==> src/rtl/poly_arith_pkg.sv <==
// rtl/poly_arith_pkg.sv - shared coefficient types and writeback-buffer enums
//   COEFF_WIDTH / coeff_t : polynomial coefficient word
//   wb_state_e            : writeback buffer FSM states
//   PE_MAX_LATENCY        : worst-case butterfly PE pipeline depth
package poly_arith_pkg;

    localparam int COEFF_WIDTH = 16;
    typedef logic [COEFF_WIDTH-1:0] coeff_t;

    typedef enum logic [1:0] {
        WB_IDLE,
        WB_RUN,
        WB_DONE
    } wb_state_e;

    localparam int PE_MAX_LATENCY = 4;

endpackage

==> src/rtl/coeff_pair_fifo.sv <==
// rtl/coeff_pair_fifo.sv - show-ahead FIFO of (u, v) coefficient pairs
//   clk, rst       : clock, synchronous active-low reset
//   push, wr_u/v   : write a pair (caller guarantees not full unless popping)
//   pop            : discard head (caller guarantees not empty)
//   rd_u/v         : head entry, valid whenever !empty
//   full, empty    : occupancy flags
//   count          : occupancy, 0..DEPTH
module coeff_pair_fifo
    import poly_arith_pkg::*;
#(
    parameter int DEPTH = 8
) (
    input  logic                       clk,
    input  logic                       rst,
    input  logic                       push,
    input  logic                       pop,
    input  coeff_t                     wr_u,
    input  coeff_t                     wr_v,
    output coeff_t                     rd_u,
    output coeff_t                     rd_v,
    output logic                       full,
    output logic                       empty,
    output logic [$clog2(DEPTH):0]     count
);

    localparam int AW = $clog2(DEPTH);

    logic [2*COEFF_WIDTH-1:0] mem [DEPTH];
    logic [AW:0]              wr_ptr;
    logic [AW:0]              rd_ptr;

    // Storage carries no reset; only the pointers define what is valid.
    always_ff @(posedge clk) begin
        if (push) begin
            mem[wr_ptr[AW-1:0]] <= {wr_u, wr_v};
        end
    end

    always_ff @(posedge clk) begin
        if (!rst) begin
            wr_ptr <= '0;
            rd_ptr <= '0;
        end else begin
            if (push) begin
                wr_ptr <= wr_ptr + (AW+1)'(1);
            end
            if (pop) begin
                rd_ptr <= rd_ptr + (AW+1)'(1);
            end
        end
    end

    // Extra wrap bit distinguishes full from empty when the indices match.
    assign count        = wr_ptr - rd_ptr;
    assign empty        = (wr_ptr == rd_ptr);
    assign full         = (count == (AW+1)'(DEPTH));
    assign {rd_u, rd_v} = mem[rd_ptr[AW-1:0]];

endmodule

==> src/rtl/pe_wb_buffer.sv <==
// rtl/pe_wb_buffer.sv - PE result writeback buffer with butterfly address generation
//   clk, rst                    : clock, synchronous active-low reset
//   start_i, base_addr_i, len_i,
//   pair_count_i                : job setup, accepted in IDLE only
//   u_i, v_i, valid_i           : PE result stream (no backpressure)
//   stall_o                     : stop issuing to the PE
//   wr_valid_o, wr_ready_i,
//   wr_addr_u/v_o, wr_data_u/v_o: pair write port to polynomial memory
//   done_o                      : one-cycle pulse after last pair written
//   err_o                       : sticky dropped-result flag, cleared by start
module pe_wb_buffer
    import poly_arith_pkg::*;
#(
    parameter int DEPTH      = 8,
    parameter int SKID       = PE_MAX_LATENCY,
    parameter int ADDR_WIDTH = 8
) (
    input  logic                  clk,
    input  logic                  rst,
    input  logic                  start_i,
    input  logic [ADDR_WIDTH-1:0] base_addr_i,
    input  logic [ADDR_WIDTH-1:0] len_i,
    input  logic [ADDR_WIDTH-1:0] pair_count_i,
    input  coeff_t                u_i,
    input  coeff_t                v_i,
    input  logic                  valid_i,
    output logic                  stall_o,
    output logic                  wr_valid_o,
    input  logic                  wr_ready_i,
    output logic [ADDR_WIDTH-1:0] wr_addr_u_o,
    output logic [ADDR_WIDTH-1:0] wr_addr_v_o,
    output coeff_t                wr_data_u_o,
    output coeff_t                wr_data_v_o,
    output logic                  done_o,
    output logic                  err_o
);

    localparam int CW = $clog2(DEPTH) + 1;

    wb_state_e             state;
    logic [ADDR_WIDTH-1:0] base_r;
    logic [ADDR_WIDTH-1:0] len_r;
    logic [ADDR_WIDTH-1:0] cnt_r;
    logic [ADDR_WIDTH-1:0] pairs_r;
    logic [ADDR_WIDTH-1:0] j_r;
    logic [ADDR_WIDTH-1:0] j_inc;
    logic [ADDR_WIDTH-1:0] j_next;
    logic                  err_r;

    coeff_t                head_u;
    coeff_t                head_v;
    logic                  full;
    logic                  empty;
    logic [CW-1:0]         occ;

    logic                  running;
    logic                  hs;
    logic                  push;
    logic                  drop;

    assign running    = (state == WB_RUN);
    assign wr_valid_o = running && !empty;
    assign hs         = wr_valid_o && wr_ready_i;
    // A full FIFO can still take a result when the head leaves this cycle.
    assign push       = valid_i && running && (!full || hs);
    assign drop       = valid_i && !push;

    coeff_pair_fifo #(
        .DEPTH (DEPTH)
    ) u_fifo (
        .clk   (clk),
        .rst   (rst),
        .push  (push),
        .pop   (hs),
        .wr_u  (u_i),
        .wr_v  (v_i),
        .rd_u  (head_u),
        .rd_v  (head_v),
        .full  (full),
        .empty (empty),
        .count (occ)
    );

    // Leaving SKID free slots covers every result still inside the PE.
    assign stall_o = (occ >= CW'(DEPTH - SKID));

    // Step within a block of len, then skip the partner block of len.
    assign j_inc  = j_r + ADDR_WIDTH'(1);
    assign j_next = (((j_inc - base_r) & (len_r - ADDR_WIDTH'(1))) == '0)
                    ? (j_r + len_r + ADDR_WIDTH'(1)) : j_inc;

    assign wr_addr_u_o = j_r;
    assign wr_addr_v_o = j_r + len_r;
    // Gate the unreset storage so the data port reads zero when idle.
    assign wr_data_u_o = wr_valid_o ? head_u : '0;
    assign wr_data_v_o = wr_valid_o ? head_v : '0;
    assign done_o      = (state == WB_DONE);
    assign err_o       = err_r;

    always_ff @(posedge clk) begin
        if (!rst) begin
            state   <= WB_IDLE;
            base_r  <= '0;
            len_r   <= '0;
            cnt_r   <= '0;
            pairs_r <= '0;
            j_r     <= '0;
            err_r   <= 1'b0;
        end else begin
            if (state == WB_IDLE && start_i) begin
                err_r <= drop;
            end else if (drop) begin
                err_r <= 1'b1;
            end

            case (state)
                WB_IDLE: begin
                    if (start_i) begin
                        base_r  <= base_addr_i;
                        len_r   <= len_i;
                        cnt_r   <= pair_count_i;
                        j_r     <= base_addr_i;
                        pairs_r <= '0;
                        state   <= (pair_count_i == '0) ? WB_DONE : WB_RUN;
                    end
                end
                WB_RUN: begin
                    if (hs) begin
                        j_r     <= j_next;
                        pairs_r <= pairs_r + ADDR_WIDTH'(1);
                        if (pairs_r == cnt_r - ADDR_WIDTH'(1)) begin
                            state <= WB_DONE;
                        end
                    end
                end
                WB_DONE: begin
                    state <= WB_IDLE;
                end
                default: begin
                    state <= WB_IDLE;
                end
            endcase
        end
    end

endmodule
==> config.mk <==
export PLATFORM = sky130hd
export DESIGN_NAME = pe_wb_buffer
export DESIGN_NICKNAME = d
export VERILOG_FILES = /design/src/rtl/poly_arith_pkg.sv /design/src/rtl/coeff_pair_fifo.sv /design/src/rtl/pe_wb_buffer.sv
export SDC_FILE = /design/constraint.sdc
export NUM_CORES = 1
export LEC_CHECK = 0
export CAP_MARGIN = 20
export CORE_ASPECT_RATIO = 1.25
export CORE_UTILIZATION = 35
export DETAILED_ROUTE_END_ITERATION = 10
export GPL_TIMING_DRIVEN = 1
export PLACE_DENSITY_LB_ADDON = 0.25
export REMOVE_ABC_BUFFERS = 1
export SYNTH_ARGS = -nofsm -noshare
export SYNTH_HDL_FRONTEND = slang
export SYNTH_SLANG_ARGS = --single-unit
export TNS_END_PERCENT = 10
==> constraint.sdc <==
create_clock -name clk -period 11.5 [get_ports clk]
set_clock_uncertainty 0.05 [all_clocks]
set_input_delay 1.725 -clock clk [delete_from_list [all_inputs] [get_ports clk]]
set_output_delay 1.725 -clock clk [all_outputs]
set_load 0.02 [all_outputs]
==> out/metrics.cfg, run 1 <==
[power_and_ir_drop]
cellLeakagePower_nw=5.181
pwr-share-seq=0.501
power.density_mw_per_mm2=157.4
ir_drop_v=0.0001044
p_sw_frac=0.2408
clkPwrFrac=0.378
pwr-share-comb=0.121
p_switching_w=0.0006082
p_int_w=0.001918

[global_routing]
grt_use_total=0.1512
grt_antenna_before_repair=0
grt_pass1_wl_um=44340
grt_pass1_vias=7739
overflow=0
grt_max_degree=65

[layout]
fin_util=0.4284
mostFrequentLayoutCell=edfxtp_1
fillers=3373
diodes=0
stdcell_count=1501
area_growth_pct=20.10
drive_gt1_frac=0.1360
nets=1078
multi_input_area_mm2=0.004417
final_cell_mix=256 x edfxtp_1, 112 x clkdlybuf4s50_1, 97 x nand2_1
area.sequential_mm2=0.008775

[run]
maxCapViolCount=0

[clock_tree]
cts_max_level=1
clock_latency_ns=0.56
cts_tree=yes
cts_buffers=31
clock-sinks=310
cts_max_path_buffers=3
clkTransAtPathRegs_ns=0.06
cts_hold_buf=0
cts_resized=0
cts-root-buf=clkbuf_16
cts_setup_buffers=0

[min_path]
hold_class=flop to flop
min_delay_path_depth=2

[yosys]
synth_ff_type=edfxtp_1
async_reset_ff_frac=0
synth_area_leaders=edfxtp_1 58%, mux4_2 11%, dfxtp_1 8.1%
yosys.area.top_type=edfxtp_1
yosysWarnings=0
ys_ff_latch=310
seq_area_frac_synth=0.6561
synth.avg_cell_area_um2=15.38
synthCells=869
synth_edf_count=256
synth_cell_type_count=55
syn_area_mm2=0.01336
yosysTopAreaCellShare=0.5752

[critical_path]
cp-start-kind=flop
critPathCaptureType=primary output
cp_max_fo=43
reg2regPathDepth=11
cp_data_required_time_ns=9.73
critical_path_class=flop to primary output
crit_arrival_ns=3.44

[detailed_routing]
dr.pass1.iters=4
vias=7533
viasPerCell=5.019
drc=0
antenna_left=0
drt-total-wl_um=29050
drt_iter0_markers=422
wl_per_cell_um=19.36

[timing]
hold_viol_final=0
finalWorstSetupSlack_ns=6.287
period_share=0.4533
rsz0062_at_grt=false
finalSetupViolCount=0
tightest_slew_ns=0.9469
min_period_ns=5.213
fmax_mhz=191.8
fin_setup_tns_ns=0
finalMaxSlewViolations=0
slew_headroom=0.3687

[placed_design]
gp_congestion=0.7719
pre_cts_slack_ns=6.745
dp_cells=1444
dp_hpwl_um=16730
io_buffers=112

[outcome]
status=completed

[floorplan]
die_h_um=220.5
start_util=0.3567
core_area_mm2=0.03746
row_count=79
io_pins=113
dieArea_mm2=0.03897
die_w_um=176.8

registers in the layout, indices dropped and copies added (netlist names), named ones only:
| name | count |
|---|---|
| pairs_r | 8 |
| u_fifo.wr_ptr | 4 |
| base_r | 8 |
| len_r | 8 |
| cnt_r | 8 |
| state | 2 |
| err_o | 1 |
| u_fifo.mem | 256 |
| wr_addr_u_o | 8 |
| u_fifo.rd_ptr | 4 |
logic make-up after synthesis:
family / synth area share
mux: 0.1378
flops: 0.6561
compound gates: 0.04897
xor+xnor: 0.03342
buf+inv: 0.01629
fa+ha+maj: 0.02547
simple gates: 0.08192
per-stage QoR:
stage	power (W)	cell area [um^2]	hold WS (ns)
floorplan	0.001477	13220	0.3934
global placement	0.001597	15100	0.4052
detailed placement	0.001599	15100	0.4122
CTS	0.002559	16050	0.4218
global route	0.002634	16050	0.4422
finish	0.002526	16050	0.4176
cells in the mapped netlist, types with 11 or more instances:
library cell and number:
edfxtp_1 256, nand2_1 97, mux4_2 64, dfxtp_1 54, nor2_1 50, mux2i_1 40, xnor2_1 32, a21boi_0 27
clkbuf_1 27, ha_1 24, inv_1 19, xor2_1 19, nor3_1 13, a21oi_1 12, nand3_1 12, and2_1 11
per-layer routing:
metal | vias up | global-route usage | share of wire
met5 | - | 0 | 0
met4 | 0 | 0.04224 | 0.019
met3 | 38 | 0.02113 | 0.038
met2 | 146 | 0.2719 | 0.51
met1 | 3768 | 0.1890 | 0.44
li1 | 3581 | - | -
path summary, 6_finish.rpt:
path,start,to,slack [ns]
max,flop,wr_data_v_o[6],6.29
min,base_r[3],base_r[3],0.42
min reg2reg,base_r[3],base_r[3],0.42
max reg2reg,wr_addr_u_o[1],wr_addr_u_o[4],7.81
critical path, stage by stage (launching register included):
cell,delay (ns)
dfxtp_4,0.63
buf_4,0.79
mux4_2,0.59
mux2i_1,0.22
nor2_1,0.06
clkdlybuf4s50_1,0.55
final cells by class:
cell class                      instances  share of cell area
Clock buffer                           38             0.04997
Clock inverter                         19            0.009432
Inverter                               19            0.004443
Multi-Input combinational cell        503              0.2752
Sequential cell                       310              0.5467
Tap cell                              486             0.03789
Timing Repair Buffer                  126             0.07640
power groups by stage:
| stage | clock [W] | combinational [W] | sequential [W] |
|---|---|---|---|
| 2_1_floorplan | 0 | 0.000187 | 0.00129 |
| 3_3_place_gp | 0 | 0.000307 | 0.00129 |
| 3_5_place_dp | 0 | 0.000309 | 0.00129 |
| 4_1_cts | 0.000981 | 0.000311 | 0.00127 |
| 5_1_grt | 0.00103 | 0.000338 | 0.00127 |
| 6_report | 0.000954 | 0.000306 | 0.00127 |
No activity file was read; power rests on OpenSTA's default activity.
==> run 2: changes to the inputs <==
clock period = 5 ns   (was 11.5 ns; I/O delays follow)
==> run 2 against run 1 <==
Against the previous run:
- sequential power rose by 130%
- register-to-register slack worse by 6.4 ns
- global-route usage rose by 0.20 points
- sequential share of layout area fell by 0.51 points
- wire length is 0.58% lower
- critical path depth rose by 2
- count of clock-buffer cells in the layout increased by 10
- via count is essentially flat
- hold slack lost 0.0037 ns
- highest routed layer is now met5
- sequential cell count unchanged
- die area unchanged
- power is 140% higher
==> out/metrics.cfg, run 2 (synthesis results as in run 1) <==
[detailed_routing]
vias=7539  ; was 7533
drc=0  ; unchanged
dr.pass1.iters=4  ; unchanged
drt_iter0_markers=418  ; was 422
viasPerCell=5.006  ; was 5.019
antenna_left=0  ; unchanged
drt-total-wl_um=28880  ; was 29050 um
wl_per_cell_um=19.18  ; was 19.36 um

[power_and_ir_drop]
clkPwrFrac=0.395  ; was 0.378
cellLeakagePower_nw=5.249  ; was 5.181 nW
pwr-share-comb=0.118  ; was 0.121
ir_drop_v=0.0002358  ; was 0.0001044 V
p_int_w=0.004572  ; was 0.001918 W
power.density_mw_per_mm2=369.6  ; was 157.4 mW/mm^2
p_switching_w=0.001417  ; was 0.0006082 W
pwr-share-seq=0.486  ; was 0.501
finalPower_w=0.005989  ; was 0.002526 W
p_sw_frac=0.2366  ; was 0.2408

[global_routing]
grt_pass1_vias=7834  ; was 7739
grt_use_total=0.1533  ; was 0.1512
grt_max_degree=65  ; unchanged
grt_antenna_before_repair=1  ; was 0
grt_pass1_wl_um=44770  ; was 44340 um
overflow=0  ; unchanged

[floorplan]
die_w_um=176.8  ; unchanged
core_area_mm2=0.03746  ; unchanged
row_count=79  ; unchanged
start_util=0.3567  ; unchanged
die_h_um=220.5  ; unchanged
dieArea_mm2=0.03897  ; unchanged
io_pins=113  ; unchanged

[layout]
area_growth_pct=21.23  ; was 20.10%
design_area_mm2=0.01620  ; was 0.01605 mm^2
final_cell_mix=256 x edfxtp_1, 112 x clkdlybuf4s50_1, 97 x nand2_1  ; unchanged
mostFrequentLayoutCell=edfxtp_1  ; unchanged
largest_reg_flops=256  ; unchanged
drive_gt1_frac=0.1402  ; was 0.1360
fillers=3385  ; was 3373
nets=1085  ; was 1078
diodes=0  ; unchanged

[min_path]
min_delay_path_depth=2  ; unchanged
worstHoldEndpoint=base_r[4]  ; was base_r[3]
hp-start=base_r[4]  ; was base_r[3]
hold_class=flop to flop  ; unchanged

[clock_tree]
clkTransAtPathRegs_ns=0.06  ; about the same
cts_max_path_buffers=3  ; unchanged
cts_buffers=35  ; was 31
cts_setup_buffers=0  ; unchanged
clock-sinks=310  ; unchanged
cts-root-buf=clkbuf_16  ; unchanged
cts_resized=0  ; unchanged
cts_tree=yes  ; unchanged
clock_latency_ns=0.51  ; was 0.56 ns
cts_max_level=2  ; was 1
cts_hold_buf=0  ; unchanged

[placed_design]
gp_congestion=0.8071  ; was 0.7719
dp_hpwl_um=16960  ; was 16730 um
io_buffers=112  ; unchanged
place_area_mm2=0.01514  ; was 0.01510 mm^2

[critical_path]
worstReg2RegEnd=wr_addr_u_o[2]  ; was wr_addr_u_o[4]
cp_max_fo=9  ; was 43
reg2regPathDepth=11  ; unchanged
r2r_slack_ns=1.44  ; was 7.81 ns
critical_path_class=flop to primary output  ; unchanged
crit_arrival_ns=3.17  ; was 3.44 ns
r2r_start=wr_addr_u_o[1]  ; unchanged
cp-start-kind=flop  ; unchanged
cp_data_required_time_ns=4.20  ; was 9.73 ns
critPathCaptureType=primary output  ; unchanged

[timing]
rsz0062_at_grt=false  ; unchanged
tightest_slew_ns=0.8718  ; was 0.9469 ns
finalMaxSlewViolations=0  ; unchanged
fin_setup_tns_ns=0  ; unchanged
hold_viol_final=0  ; unchanged
period_share=0.7949
min_period_ns=3.975
finalSetupViolCount=0  ; unchanged
fmax_mhz=251.6
slew_headroom=0.4188  ; was 0.3687

[run]
maxCapViolCount=0  ; unchanged

[outcome]
status=completed  ; unchanged

-- run 2: changes by cell type in the layout (fill, tap and decap cells not counted), sizes merged --
cell | previous run | this run
clkbuf | 38 | 48
clkinv | 16 | 9
buf | 14 | 17
bufinv | 2 | 1
-- run 2: stage by stage --
step	utilization	instances	hold WS (ns)	setup slack [ns]
after floorplan	-	832	0.3934	0.5488
after global placement	0.4043	1447	0.4020	1.545
after detailed placement	0.4043	1447	0.4104	1.468
after CTS	0.4325	1506	0.4191	1.001
after global routing	0.4325	1506	0.4345	0.8551
final	0.4325	1506	0.4139	1.025
-- run 2: layout make-up --
cell class | instances | area, um^2 | area share
Multi-Input combinational cell | 503 | 4417 | 0.2726
Inverter | 19 | 71.32 | 0.004402
Clock inverter | 11 | 97.59 | 0.006024
Sequential cell | 310 | 8775 | 0.5416
Clock buffer | 48 | 959.7 | 0.05923
Timing Repair Buffer | 129 | 1274 | 0.07862
Tap cell | 486 | 608.1 | 0.03753
-- run 2: power groups by stage --
| stage | combinational, W | sequential (W) | clock, W |
|---|---|---|---|
| after global routing | 0.000784 | 0.00292 | 0.00254 |
| after global placement | 0.000715 | 0.00297 | 0 |
| after CTS | 0.000721 | 0.00291 | 0.00245 |
| after floorplan | 0.000430 | 0.00297 | 0 |
| after detailed placement | 0.000718 | 0.00297 | 0 |
| final | 0.000708 | 0.00291 | 0.00237 |
-- run 2: how the worst max path moves through the flow --
stage	cells after the start	start	end
floorplan	8	u_fifo.rd_ptr[1]	u_fifo.mem[4][0]
global placement	11	wr_addr_u_o[1]	wr_addr_u_o[4]
detailed placement	11	wr_addr_u_o[1]	wr_addr_u_o[2]
CTS	8	u_fifo.wr_ptr[0]	wr_data_u_o[8]
global route	7	wr_addr_u_o[3]	wr_addr_v_o[7]
finish	7	wr_addr_u_o[3]	wr_addr_v_o[7]
-- run 2: metal layers --
layer	vias up	routed length, um	global-route usage
met3	41	1442	0.02869
met5	-	9	0
met4	2	559	0.04483
met1	3722	12340	0.1896
met2	180	14540	0.2712
li1	3594	-	-
-- run 2: critical path: stages (launching register included) --
cell and delay, ns:
dfxtp_1 0.54, ha_1 0.36, a21o_1 0.22, a21o_1 0.21, o21ai_0 0.31, nand2_1 0.11, o311a_1 0.33, clkdlybuf4s50_1 0.58
